==> config.mk <==
export PLATFORM = sky130hd
export DESIGN_NAME = alu_arbiter
export DESIGN_NICKNAME = d
export VERILOG_FILES = /design/src/rtl/alu_arbiter.sv
export SDC_FILE = /design/constraint.sdc
export NUM_CORES = 1
export LEC_CHECK = 0
export BUFFER_PORTS_ARGS = -buffer_cell sky130_fd_sc_hd__buf_2
export CORE_MARGIN = 5
export CORE_UTILIZATION = 50
export DETAILED_ROUTE_END_ITERATION = 10
export PLACE_DENSITY = 0.79
export SLEW_MARGIN = 10
export SYNTH_ARGS = -nofsm -noshare
export SYNTH_HDL_FRONTEND = slang
export SYNTH_HIERARCHICAL = 1
export SYNTH_SLANG_ARGS = --single-unit
==> constraint.sdc <==
create_clock -name clk -period 3.69 [get_ports clk]
set_input_delay 0.369 -clock clk [delete_from_list [all_inputs] [get_ports clk]]
set_output_delay 0.369 -clock clk [all_outputs]
set_load 0.02 [all_outputs]
==> src/rtl/alu_arbiter.sv <==
`timescale 1ns/1ps
// -----------------------------------------------------------------------------
// alu_arbiter
//   Shares one combinational ALU between two requesters. Each requester has a
//   valid/ready request channel and a valid/ready response channel. Contested
//   cycles are resolved round-robin. One registered result slot, tagged with
//   its owner, holds the result until the owner consumes it. Per-requester
//   wrapping counters record accepted requests.
//
// Ports
//   clk, reset_n                   clock, asynchronous active-low reset
//   req_valid_i / req_ready_i      request handshake, requester i (0/1)
//   req_a_i, req_b_i, req_ctl_i    operands and ALU op code, requester i
//   resp_valid_i / resp_ready_i    response handshake, requester i
//   resp_result                    shared slot result (qualified by resp_valid_*)
//   issue_cnt_i                    accepted-request count, requester i
// -----------------------------------------------------------------------------

// Purely combinational ALU.
//   000 ADD, 010 SLT (unsigned), 100 XOR, 110 OR, 111 AND, others -> 0.
module alu (
  input  logic [31:0] a,
  input  logic [31:0] b,
  input  logic [2:0]  ctl,
  output logic [31:0] result
);
  always_comb begin
    // NOTE: every always_comb output gets a default first so no path can
    // leave it unassigned and infer a latch.
    result = '0;
    unique case (ctl)
      3'b000:  result = a + b;
      3'b010:  result = {31'b0, (a < b)};
      3'b100:  result = a ^ b;
      3'b110:  result = a | b;
      3'b111:  result = a & b;
      default: result = '0;
    endcase
  end
endmodule

module alu_arbiter #(
  parameter bit RR_INIT = 1'b0,
  parameter int CNT_W   = 16
) (
  input  logic             clk,
  input  logic             reset_n,
  input  logic             req_valid_0,
  input  logic             req_valid_1,
  output logic             req_ready_0,
  output logic             req_ready_1,
  input  logic [31:0]      req_a_0,
  input  logic [31:0]      req_a_1,
  input  logic [31:0]      req_b_0,
  input  logic [31:0]      req_b_1,
  input  logic [2:0]       req_ctl_0,
  input  logic [2:0]       req_ctl_1,
  output logic             resp_valid_0,
  output logic             resp_valid_1,
  input  logic             resp_ready_0,
  input  logic             resp_ready_1,
  output logic [31:0]      resp_result,
  output logic [CNT_W-1:0] issue_cnt_0,
  output logic [CNT_W-1:0] issue_cnt_1
);

  typedef enum logic {
    EMPTY = 1'b0,
    FULL  = 1'b1
  } slot_state_t;

  slot_state_t      state_q, state_d;
  logic [31:0]      slot_result_q;
  logic             slot_owner_q;
  logic             last_grant_q;
  logic [CNT_W-1:0] cnt_0_q, cnt_1_q;

  logic        grant_0, grant_1;
  logic        drain, can_accept, accept, accept_id;
  logic [31:0] alu_a, alu_b, alu_result;
  logic [2:0]  alu_ctl;

  // Round-robin grant: a lone requester always wins; when both ask, the one
  // that did not win the last accepted request wins.
  always_comb begin
    grant_0 = 1'b0;
    grant_1 = 1'b0;
    if (req_valid_0 && req_valid_1) begin
      grant_0 = last_grant_q;
      grant_1 = ~last_grant_q;
    end else begin
      grant_0 = req_valid_0;
      grant_1 = req_valid_1;
    end
  end

  // The slot can take a new result when empty, or when its owner consumes
  // the current one this same cycle (back-to-back throughput).
  assign drain      = (state_q == FULL) &&
                      (slot_owner_q ? resp_ready_1 : resp_ready_0);
  assign can_accept = (state_q == EMPTY) || drain;

  // Readies are gated by reset_n so nothing is accepted while reset is held.
  assign req_ready_0 = reset_n & grant_0 & can_accept;
  assign req_ready_1 = reset_n & grant_1 & can_accept;
  assign accept      = req_ready_0 | req_ready_1;
  assign accept_id   = grant_1;

  // Operands come from the granted requester.
  assign alu_a   = grant_1 ? req_a_1   : req_a_0;
  assign alu_b   = grant_1 ? req_b_1   : req_b_0;
  assign alu_ctl = grant_1 ? req_ctl_1 : req_ctl_0;

  alu u_alu (
    .a      (alu_a),
    .b      (alu_b),
    .ctl    (alu_ctl),
    .result (alu_result)
  );

  always_comb begin
    state_d = state_q;
    unique case (state_q)
      EMPTY:   if (accept) state_d = FULL;
      FULL:    if (drain && !accept) state_d = EMPTY;
      default: state_d = EMPTY;
    endcase
  end

  // NOTE: the slot data register is reset too, because resp_result is a
  // direct view of it and must read 0 out of reset.
  always_ff @(posedge clk or negedge reset_n) begin
    if (!reset_n) begin
      state_q       <= EMPTY;
      slot_result_q <= '0;
      slot_owner_q  <= 1'b0;
      last_grant_q  <= ~RR_INIT;
      cnt_0_q       <= '0;
      cnt_1_q       <= '0;
    end else begin
      // NOTE: sequential state uses non-blocking assignment so every register
      // samples the pre-edge values regardless of statement order.
      state_q <= state_d;
      if (accept) begin
        slot_result_q <= alu_result;
        slot_owner_q  <= accept_id;
        last_grant_q  <= accept_id;
        if (accept_id) cnt_1_q <= cnt_1_q + CNT_W'(1);
        else           cnt_0_q <= cnt_0_q + CNT_W'(1);
      end
    end
  end

  assign resp_valid_0 = (state_q == FULL) && !slot_owner_q;
  assign resp_valid_1 = (state_q == FULL) &&  slot_owner_q;
  assign resp_result  = slot_result_q;
  assign issue_cnt_0  = cnt_0_q;
  assign issue_cnt_1  = cnt_1_q;

endmodule
==> results of run 1 <==
-- cell families (layout without fill, tap and decap cells) --
family	count (synthesis)	in the layout	share of synthesized area [%]
simple gates	455	455	24.59
compound gates	227	227	19.29
buf+inv	161	356	7.948
fa+ha+maj	99	99	15.55
flops	67	67	20.94
mux	49	49	6.652
xor+xnor	46	46	5.028
-- worst reg2reg max path, stage by stage, from the launching register on --
cell and delay [ps]:
sky130_fd_sc_hd__dfstp_2 580, sky130_fd_sc_hd__a21bo_2 210, sky130_fd_sc_hd__buf_12 200, sky130_fd_sc_hd__nand2_1 110
sky130_fd_sc_hd__nand2_1 110, sky130_fd_sc_hd__inv_1 50, sky130_fd_sc_hd__ha_1 380, sky130_fd_sc_hd__a21o_1 220
sky130_fd_sc_hd__a221oi_4 430, sky130_fd_sc_hd__a211oi_1 180, sky130_fd_sc_hd__a211oi_1 330, sky130_fd_sc_hd__mux2i_1 240
sky130_fd_sc_hd__nand3_1 110, sky130_fd_sc_hd__mux2_2 270
-- state kept, by name, summed over array words and instances, names as in the netlist --
name and cells:
resp_result 32, issue_cnt_0 16, issue_cnt_1 16, last_grant_q 1
slot_owner_q 1, state_q 1
-- area by class of cell --
| cell class | count | area [um^2] |
|---|---|---|
| Clock inverter | 6 | 115.1 |
| Timing Repair Buffer | 245 | 1386 |
| Sequential cell | 67 | 1678 |
| Tap cell | 216 | 270.3 |
| Fill cell | 1462 | 6062 |
| Inverter | 95 | 356.6 |
| Multi-Input combinational cell | 876 | 5731 |
| Clock buffer | 10 | 229.0 |
-- how the worst max path moves through the flow --
| stage | from | end | slack (ps) |
|---|---|---|---|
| floorplan | last_grant_q | resp_result[24] | 50 |
| global placement | req_valid_1 | resp_result[16] | 200 |
| detailed placement | last_grant_q | resp_result[16] | 130 |
| CTS | last_grant_q | resp_result[16] | 140 |
| global route | last_grant_q | resp_result[21] | 9 |
| finish | last_grant_q | resp_result[16] | 160 |
-- what timing repair did --
action                                 CTS  global route
setup buffers                            0             1
hold buffers                             1             0
gates resized for setup                  0             1
endpoints found under the hold margin   15             0
setup endpoints to repair                0             4
-- cell usage in the layout (no fill, tap or decap), drive strengths merged, types with 12 or more instances in the layout --
cell type,instances
o211ai,12
a21o,14
dfrtp,66
xor2,17
inv,95
mux2i,15
nor2,33
nand3,22
nor3,12
nand4,17
buf,244
and3,14
nand2,314
o21ai,76
ha,98
xnor2,29
a21oi,36
mux2,34
-- per-stage QoR --
step	cells	setup slack [ps]	hold WS (ps)
after floorplan	1104	49.78	73.41
after global placement	1497	202.1	315.3
after detailed placement	1497	131.2	320.4
after CTS	1514	138.4	452.7
after global routing	1515	8.962	475.3
final	1515	162.7	457.7
-- per-layer routing --
layer / share of wire, % / up-vias / track usage (%) / routed length (um)
met5: 0 / - / 0 / 0
met3: 6.3 / 37 / 3.750 / 1513
met2: 48 / 306 / 42.80 / 11520
met1: 44 / 3885 / 34.06 / 10600
li1: - / 4112 / - / -
met4: 2.1 / 0 / 6.831 / 495
-- power breakdown --
part	internal (mW)	switching, mW
Combinational	1.23	1.93
Clock	0.663	0.365
Sequential	0.976	0.192
Total	2.87	2.49
==> tab_implementation.tex, run 1 <==
\begin{tabular}{lr}
\hline
Metric & Value \\
\hline
\multicolumn{2}{l}{\textbf{Yosys}} \\
Mean instance size in the synthesized netlist & 7.258 um\^{}2 \\
Biggest area consumer among synthesized cells & sky130\_fd\_sc\_hd\_\_dfrtp\_1 \\
Proportion of synthesized chip area in sequential cells & roughly a fifth \\
Most repeated cell in the gate-level netlist after synthesis & sky130\_fd\_sc\_hd\_\_nand2\_1 \\
Number of nets produced by synthesis & around 1,300 \\
Proportion of netlist area held by the largest area contributor & 20.61\% \\
Number of storage elements in the synthesis netlist & 67 \\
Top\_reg\_cell synth & sky130\_fd\_sc\_hd\_\_dfrtp\_1 \\
Cells after Synth & approximately 1,100 \\
Async set-reset flop share out of synthesis & 100.0\% \\
Netlist Area Pre-Place & 8013 um\^{}2 \\
Top cells by area in the synthesized netlist & sky130\_fd\_sc\_hd\_\_dfrtp\_1 21\%, sky130\_fd\_sc\_hd\_\_ha\_1 15\%, sky130\_fd\_sc\_hd\_\_nand2\_1 15\% \\
Top cells by instance count after synthesis & 314 x sky130\_fd\_sc\_hd\_\_nand2\_1, 98 x sky130\_fd\_sc\_hd\_\_ha\_1, 94 x sky130\_fd\_sc\_hd\_\_inv\_1, 73 x sky130\_fd\_sc\_hd\_\_o21ai\_0, 66 x sky130\_fd\_sc\_hd\_\_dfrtp\_1 \\
EDFF count, synth & 0 \\
Library cells used by synthesis & between 70 and 80 \\
Ys Warns & 6 \\
\multicolumn{2}{l}{\textbf{Placement}} \\
Dpl hpwl & about 19 mm \\
Final Wtd Congestion & 0.9513 \\
Instance area at placement & 9402 um\^{}2 \\
Count of buffers inserted at the top-level ports & 207 \\
\multicolumn{2}{l}{\textbf{Worst setup path}} \\
Worst path bufs/invs & 2 \\
Highest-delay cell along the critical path & sky130\_fd\_sc\_hd\_\_dfstp\_2 \\
WS Path Type & reg2reg \\
Logic depth of the worst path, buffers included & 13 \\
R2R cell count & 13 \\
R2r setup slk & 160 ps \\
Crit path arrival time & 3760 ps \\
Kind of capture point of the worst setup path & register \\
Reg-to-reg endpoint & resp\_result[16] \\
Worst reg2reg path startpoint & last\_grant\_q \\
CP Cell Sequence & a21bo\_2, buf\_12, nand2\_1, nand2\_1, inv\_1, ha\_1, a21o\_1, a221oi\_4, a211oi\_1, a211oi\_1, mux2i\_1, nand3\_1, mux2\_2 \\
Worst Setup Start Kind & register \\
Largest stage delay, worst path & 580 ps \\
Critical-path maximum fanout & 37 \\
Data required time of the worst path & 3930 ps \\
Gate family responsible for the most delay along the worst path & compound AO/OA/AOI/OAI gates \\
\multicolumn{2}{l}{\textbf{Power}} \\
Power per cell area & about 550 nW/um\^{}2 \\
Total Power & between 5 and 6 mW \\
Static leakage & 5.227 nW \\
Max VDD drop & 0.0003484 V \\
\multicolumn{2}{l}{\textbf{Floorplanning}} \\
I/O Pins & 208 \\
Cell row count & 46 \\
Die Ht & around 140 um \\
Die span in x & 136.6 um \\
Total die area & roughly 19,000 um\^{}2 \\
Starting density of the core & 50.62\% \\
Core Region & 15,830 um\^{}2 \\
\multicolumn{2}{l}{\textbf{Routing}} \\
Detailed-route wire length per cell & 15.93 um \\
Vias post-DR & between 8,000 and 9,000 \\
Number of iterations in the first detailed-routing pass & 5 \\
Via-to-Cell Ratio & 5.505 \\
Number of nets still failing antenna checks after routing & 0 \\
Remaining DRCs & 0 \\
Initial detailed-routing violation count & $\sim$600 \\
Detailed Route WL & 24.14 mm \\
\multicolumn{2}{l}{\textbf{Layout}} \\
Signed area change from the synthesized netlist to the final layout & 21.88\% \\
Fraction of layout instances using a drive strength above 1 & 24.25\% \\
Final core utilization & around three fifths \\
Final design instance area without fill & 9766 um\^{}2 \\
Fin nets & 1,533 \\
Total inserted antenna cells & 0 \\
\multicolumn{2}{l}{\textbf{Worst hold path}} \\
Depth of the worst hold-timing path & 3 \\
Worst hold path endpoint & state\_q \\
Min-delay src & req\_valid\_1 \\
Class of the most critical hold timing path & in2reg \\
\multicolumn{2}{l}{\textbf{Clocking}} \\
Number of sinks on the clock net & 67 \\
H-tree depth & 3 \\
Buffer cell driving the clock tree root & sky130\_fd\_sc\_hd\_\_clkbuf\_16 \\
Clock-pin transition on the worst setup and hold timing paths & 60 ps \\
Largest buffer count on any clock path & 2 \\
Number of buffers added by the clock tree synthesis step & 9 \\
Clock latency at the later pin of the worst-skew pair & around 350 ps \\
TritonCTS clock tree & yes \\
\multicolumn{2}{l}{\textbf{STA}} \\
Number of failing hold endpoints at the final stage & 0 \\
Time the final worst path needs with I/O delays and setup & 3527 ps \\
Max-slew headroom & 59.97\% \\
Final worst-path cycle share & 95.59\% \\
Final number of max-transition violations & 0 \\
FMAX & 283.5 MHz \\
Actual transition at the worst max-transition pin & 583.8 ps \\
Total negative slack for setup checks & 0 ps \\
Final setup skew & 10.99 ps \\
Unrepaired setup endpoints after global routing & no \\
Final setup violation count & 0 \\
\multicolumn{2}{l}{\textbf{Status}} \\
Status & finished clean \\
\multicolumn{2}{l}{\textbf{Job}} \\
Number of maximum-capacitance violations & 0 \\
\multicolumn{2}{l}{\textbf{Global route}} \\
First-pass GRT wire length & 38.50 mm \\
Total grt overflow & 0 \\
Number of antenna violations at the first check in global routing & 0 \\
Pin count of the biggest net entering global routing & 40 \\
Via count of the first global-routing pass & $\sim$7,700 \\
All-layer global routing usage & 25.41\% \\
\hline
\end{tabular}
No activity file was read; power rests on OpenSTA's default activity.
==> inputs of run 2 (changes only) <==
PLACE_DENSITY = 0.82   (was 0.79)
==> tab_implementation.tex, run 2 (same netlist as run 1, synthesis figures left out) <==
\begin{tabular}{lr}
\hline
Metric & Value \\
\hline
\multicolumn{2}{l}{\textbf{Routing}} \\
Via-to-Cell Ratio & 5.573 \\
Number of nets still failing antenna checks after routing & 0 \\
Number of iterations in the first detailed-routing pass & 5 \\
Vias post-DR & 8,426 \\
Initial detailed-routing violation count & between 700 and 800 \\
Remaining DRCs & 0 \\
Detailed Route WL & 24.62 mm \\
Detailed-route wire length per cell & 16.28 um \\
\multicolumn{2}{l}{\textbf{Status}} \\
Status & finished clean \\
\multicolumn{2}{l}{\textbf{Placement}} \\
Number of placed cells counting well taps & 1,493 \\
Count of buffers inserted at the top-level ports & 207 \\
Setup slack at placement & 103.9 ps \\
Final Wtd Congestion & 0.9591 \\
Dpl hpwl & 18.53 mm \\
\multicolumn{2}{l}{\textbf{Layout}} \\
Filler-free cell count of the finished design & 1,512 \\
Leading cell type in the layout, fill and taps excluded & sky130\_fd\_sc\_hd\_\_nand2\_1 \\
Top library cells by usage in the layout, fill and taps aside & 313 x sky130\_fd\_sc\_hd\_\_nand2\_1, 207 x sky130\_fd\_sc\_hd\_\_buf\_2, 94 x sky130\_fd\_sc\_hd\_\_inv\_1 \\
Total inserted antenna cells & 0 \\
Fin nets & around 1,500 \\
Fraction of layout instances using a drive strength above 1 & 24.54\% \\
Signed area change from the synthesized netlist to the final layout & 22.17\% \\
Largest register FFs & 32 \\
\multicolumn{2}{l}{\textbf{STA}} \\
Max-slew headroom & 58.04\% \\
Hold Slack & 35.22 ps \\
Final worst-path cycle share & 95.89\% \\
Number of failing hold endpoints at the final stage & 0 \\
Actual transition at the worst max-transition pin & 623.7 ps \\
Post-route setup slack & 151.5 ps \\
Final number of max-transition violations & 0 \\
Unrepaired setup endpoints after global routing & no \\
Final setup skew & $\sim$6.5 ps \\
Final setup violation count & 0 \\
FMAX & 282.6 MHz \\
Time the final worst path needs with I/O delays and setup & 3539 ps \\
Total negative slack for setup checks & 0 ps \\
\multicolumn{2}{l}{\textbf{Clocking}} \\
Clock latency at the later pin of the worst-skew pair & between 300 and 400 ps \\
Number of buffers added by the clock tree synthesis step & 9 \\
H-tree depth & 3 \\
TritonCTS clock tree & yes \\
Clock-pin transition on the worst setup and hold timing paths & around 60 ps \\
Largest buffer count on any clock path & 2 \\
Buffer cell driving the clock tree root & sky130\_fd\_sc\_hd\_\_clkbuf\_16 \\
Number of sinks on the clock net & 67 \\
\multicolumn{2}{l}{\textbf{Floorplanning}} \\
Die span in x & 136.6 um \\
Total die area & approximately 19,000 um\^{}2 \\
Cell row count & 46 \\
Die Ht & 136.6 um \\
Core Region & 15,830 um\^{}2 \\
I/O Pins & between 200 and 250 \\
Starting density of the core & between 50\% and 60\% \\
\multicolumn{2}{l}{\textbf{Worst hold path}} \\
Class of the most critical hold timing path & in2async \\
\multicolumn{2}{l}{\textbf{Worst setup path}} \\
Kind of capture point of the worst setup path & register \\
Worst Setup Start Kind & register \\
CP Cell Sequence & a21bo\_4, buf\_12, nand2\_1, nand2\_1, inv\_1, ha\_2, and3\_4, a221oi\_4, buf\_4, a2111oi\_4, o21ai\_2, o2111a\_1, a211o\_1, mux2\_2 \\
Crit path arrival time & about 3800 ps \\
WS Path Type & reg2reg \\
Critical-path maximum fanout & 21 \\
Most common cell on crit path & sky130\_fd\_sc\_hd\_\_nand2\_1 \\
Data required time of the worst path & about 3900 ps \\
Largest stage delay, worst path & 590 ps \\
Highest-delay cell along the critical path & sky130\_fd\_sc\_hd\_\_dfstp\_2 \\
Worst path bufs/invs & 3 \\
Gate family responsible for the most delay along the worst path & compound AO/OA/AOI/OAI gates \\
\multicolumn{2}{l}{\textbf{Global route}} \\
First-pass GRT wire length & 38.76 mm \\
Total grt overflow & 0 \\
Via count of the first global-routing pass & 7,932 \\
Pin count of the biggest net entering global routing & between 40 and 50 \\
Number of antenna violations at the first check in global routing & 0 \\
All-layer global routing usage & about a quarter \\
\multicolumn{2}{l}{\textbf{Job}} \\
Number of maximum-capacitance violations & 0 \\
\multicolumn{2}{l}{\textbf{Power}} \\
Max VDD drop & 0.0003173 V \\
Static leakage & 5.207 nW \\
Power per cell area & 545.0 nW/um\^{}2 \\
Total Power & 5.335 mW \\
\hline
\end{tabular}
==> run 2: cell types whose count changed in the layout (fill, tap and decap cells not counted), sizes merged <==
cell and delta:
buf -3, bufinv -1, clkbuf +1, clkinv +1, dlygate4sd3 -1
==> run 2: where the power goes <==
group          switching [mW]  total, mW  internal [mW]
Combinational            1.95       3.21           1.25
Clock                   0.361      0.954          0.593
Sequential              0.198       1.17          0.976
==> run 2: through the flow <==
step	util (%)	area (um^2)
CTS	61.15	9678
global route	61.85	9789
detailed placement	59.13	9359
finish	61.85	9789
floorplan	-	8013
global placement	59.13	9359
==> run 2: what timing repair did <==
action,4_1_cts,5_1_grt
setup buffers,0,2
resized for setup,0,11
hold buffers,0,0
endpoints found under the setup margin,0,14
==> run 2: final cells by class <==
type	count	area (um^2)
inverters	95	356.6
multi-input cells	876	5799
flip-flops and latches	67	1678
clock buffers	10	229.0
fillers	1446	6038
clock inverters	6	90.09
repair buffers	242	1366
well taps	216	270.3
==> run 2: layer usage <==
layer | track usage [%] | part of all wire (%) | up-vias
met3 | 3.529 | 6.7 | 51
met2 | 42.28 | 48 | 341
li1 | - | - | 4113
met1 | 33.78 | 42 | 3921
met4 | 9.518 | 2.9 | 0
met5 | 0 | 0 | -
==> run 2: worst reg2reg max path, stage by stage (launching register included) <==
cell	delay, ps
sky130_fd_sc_hd__dfstp_2	590
sky130_fd_sc_hd__a21bo_4	210
sky130_fd_sc_hd__buf_12	170
sky130_fd_sc_hd__nand2_1	90
sky130_fd_sc_hd__nand2_1	100
sky130_fd_sc_hd__inv_1	80
sky130_fd_sc_hd__ha_2	390
sky130_fd_sc_hd__and3_4	210
sky130_fd_sc_hd__a221oi_4	70
sky130_fd_sc_hd__buf_4	150
sky130_fd_sc_hd__a2111oi_4	470
sky130_fd_sc_hd__o21ai_2	120
sky130_fd_sc_hd__o2111a_1	260
sky130_fd_sc_hd__a211o_1	250
sky130_fd_sc_hd__mux2_2	250
==> run 2: final timing paths <==
check / cells after the start / slack (ps) / endpoint / startpoint
setup / recovery: 14 / 150 / resp_result[24] / last_grant_q
hold / removal: 2 / 40 / state_q / reset_n
setup reg to reg: 14 / 150 / resp_result[24] / last_grant_q
hold reg to reg: 1 / 470 / issue_cnt_0[15] / issue_cnt_0[15]
max in group asynchronous: 3 / 2740 / issue_cnt_0[12] / reset_n
min in group clk: 1 / 470 / issue_cnt_0[15] / issue_cnt_0[15]
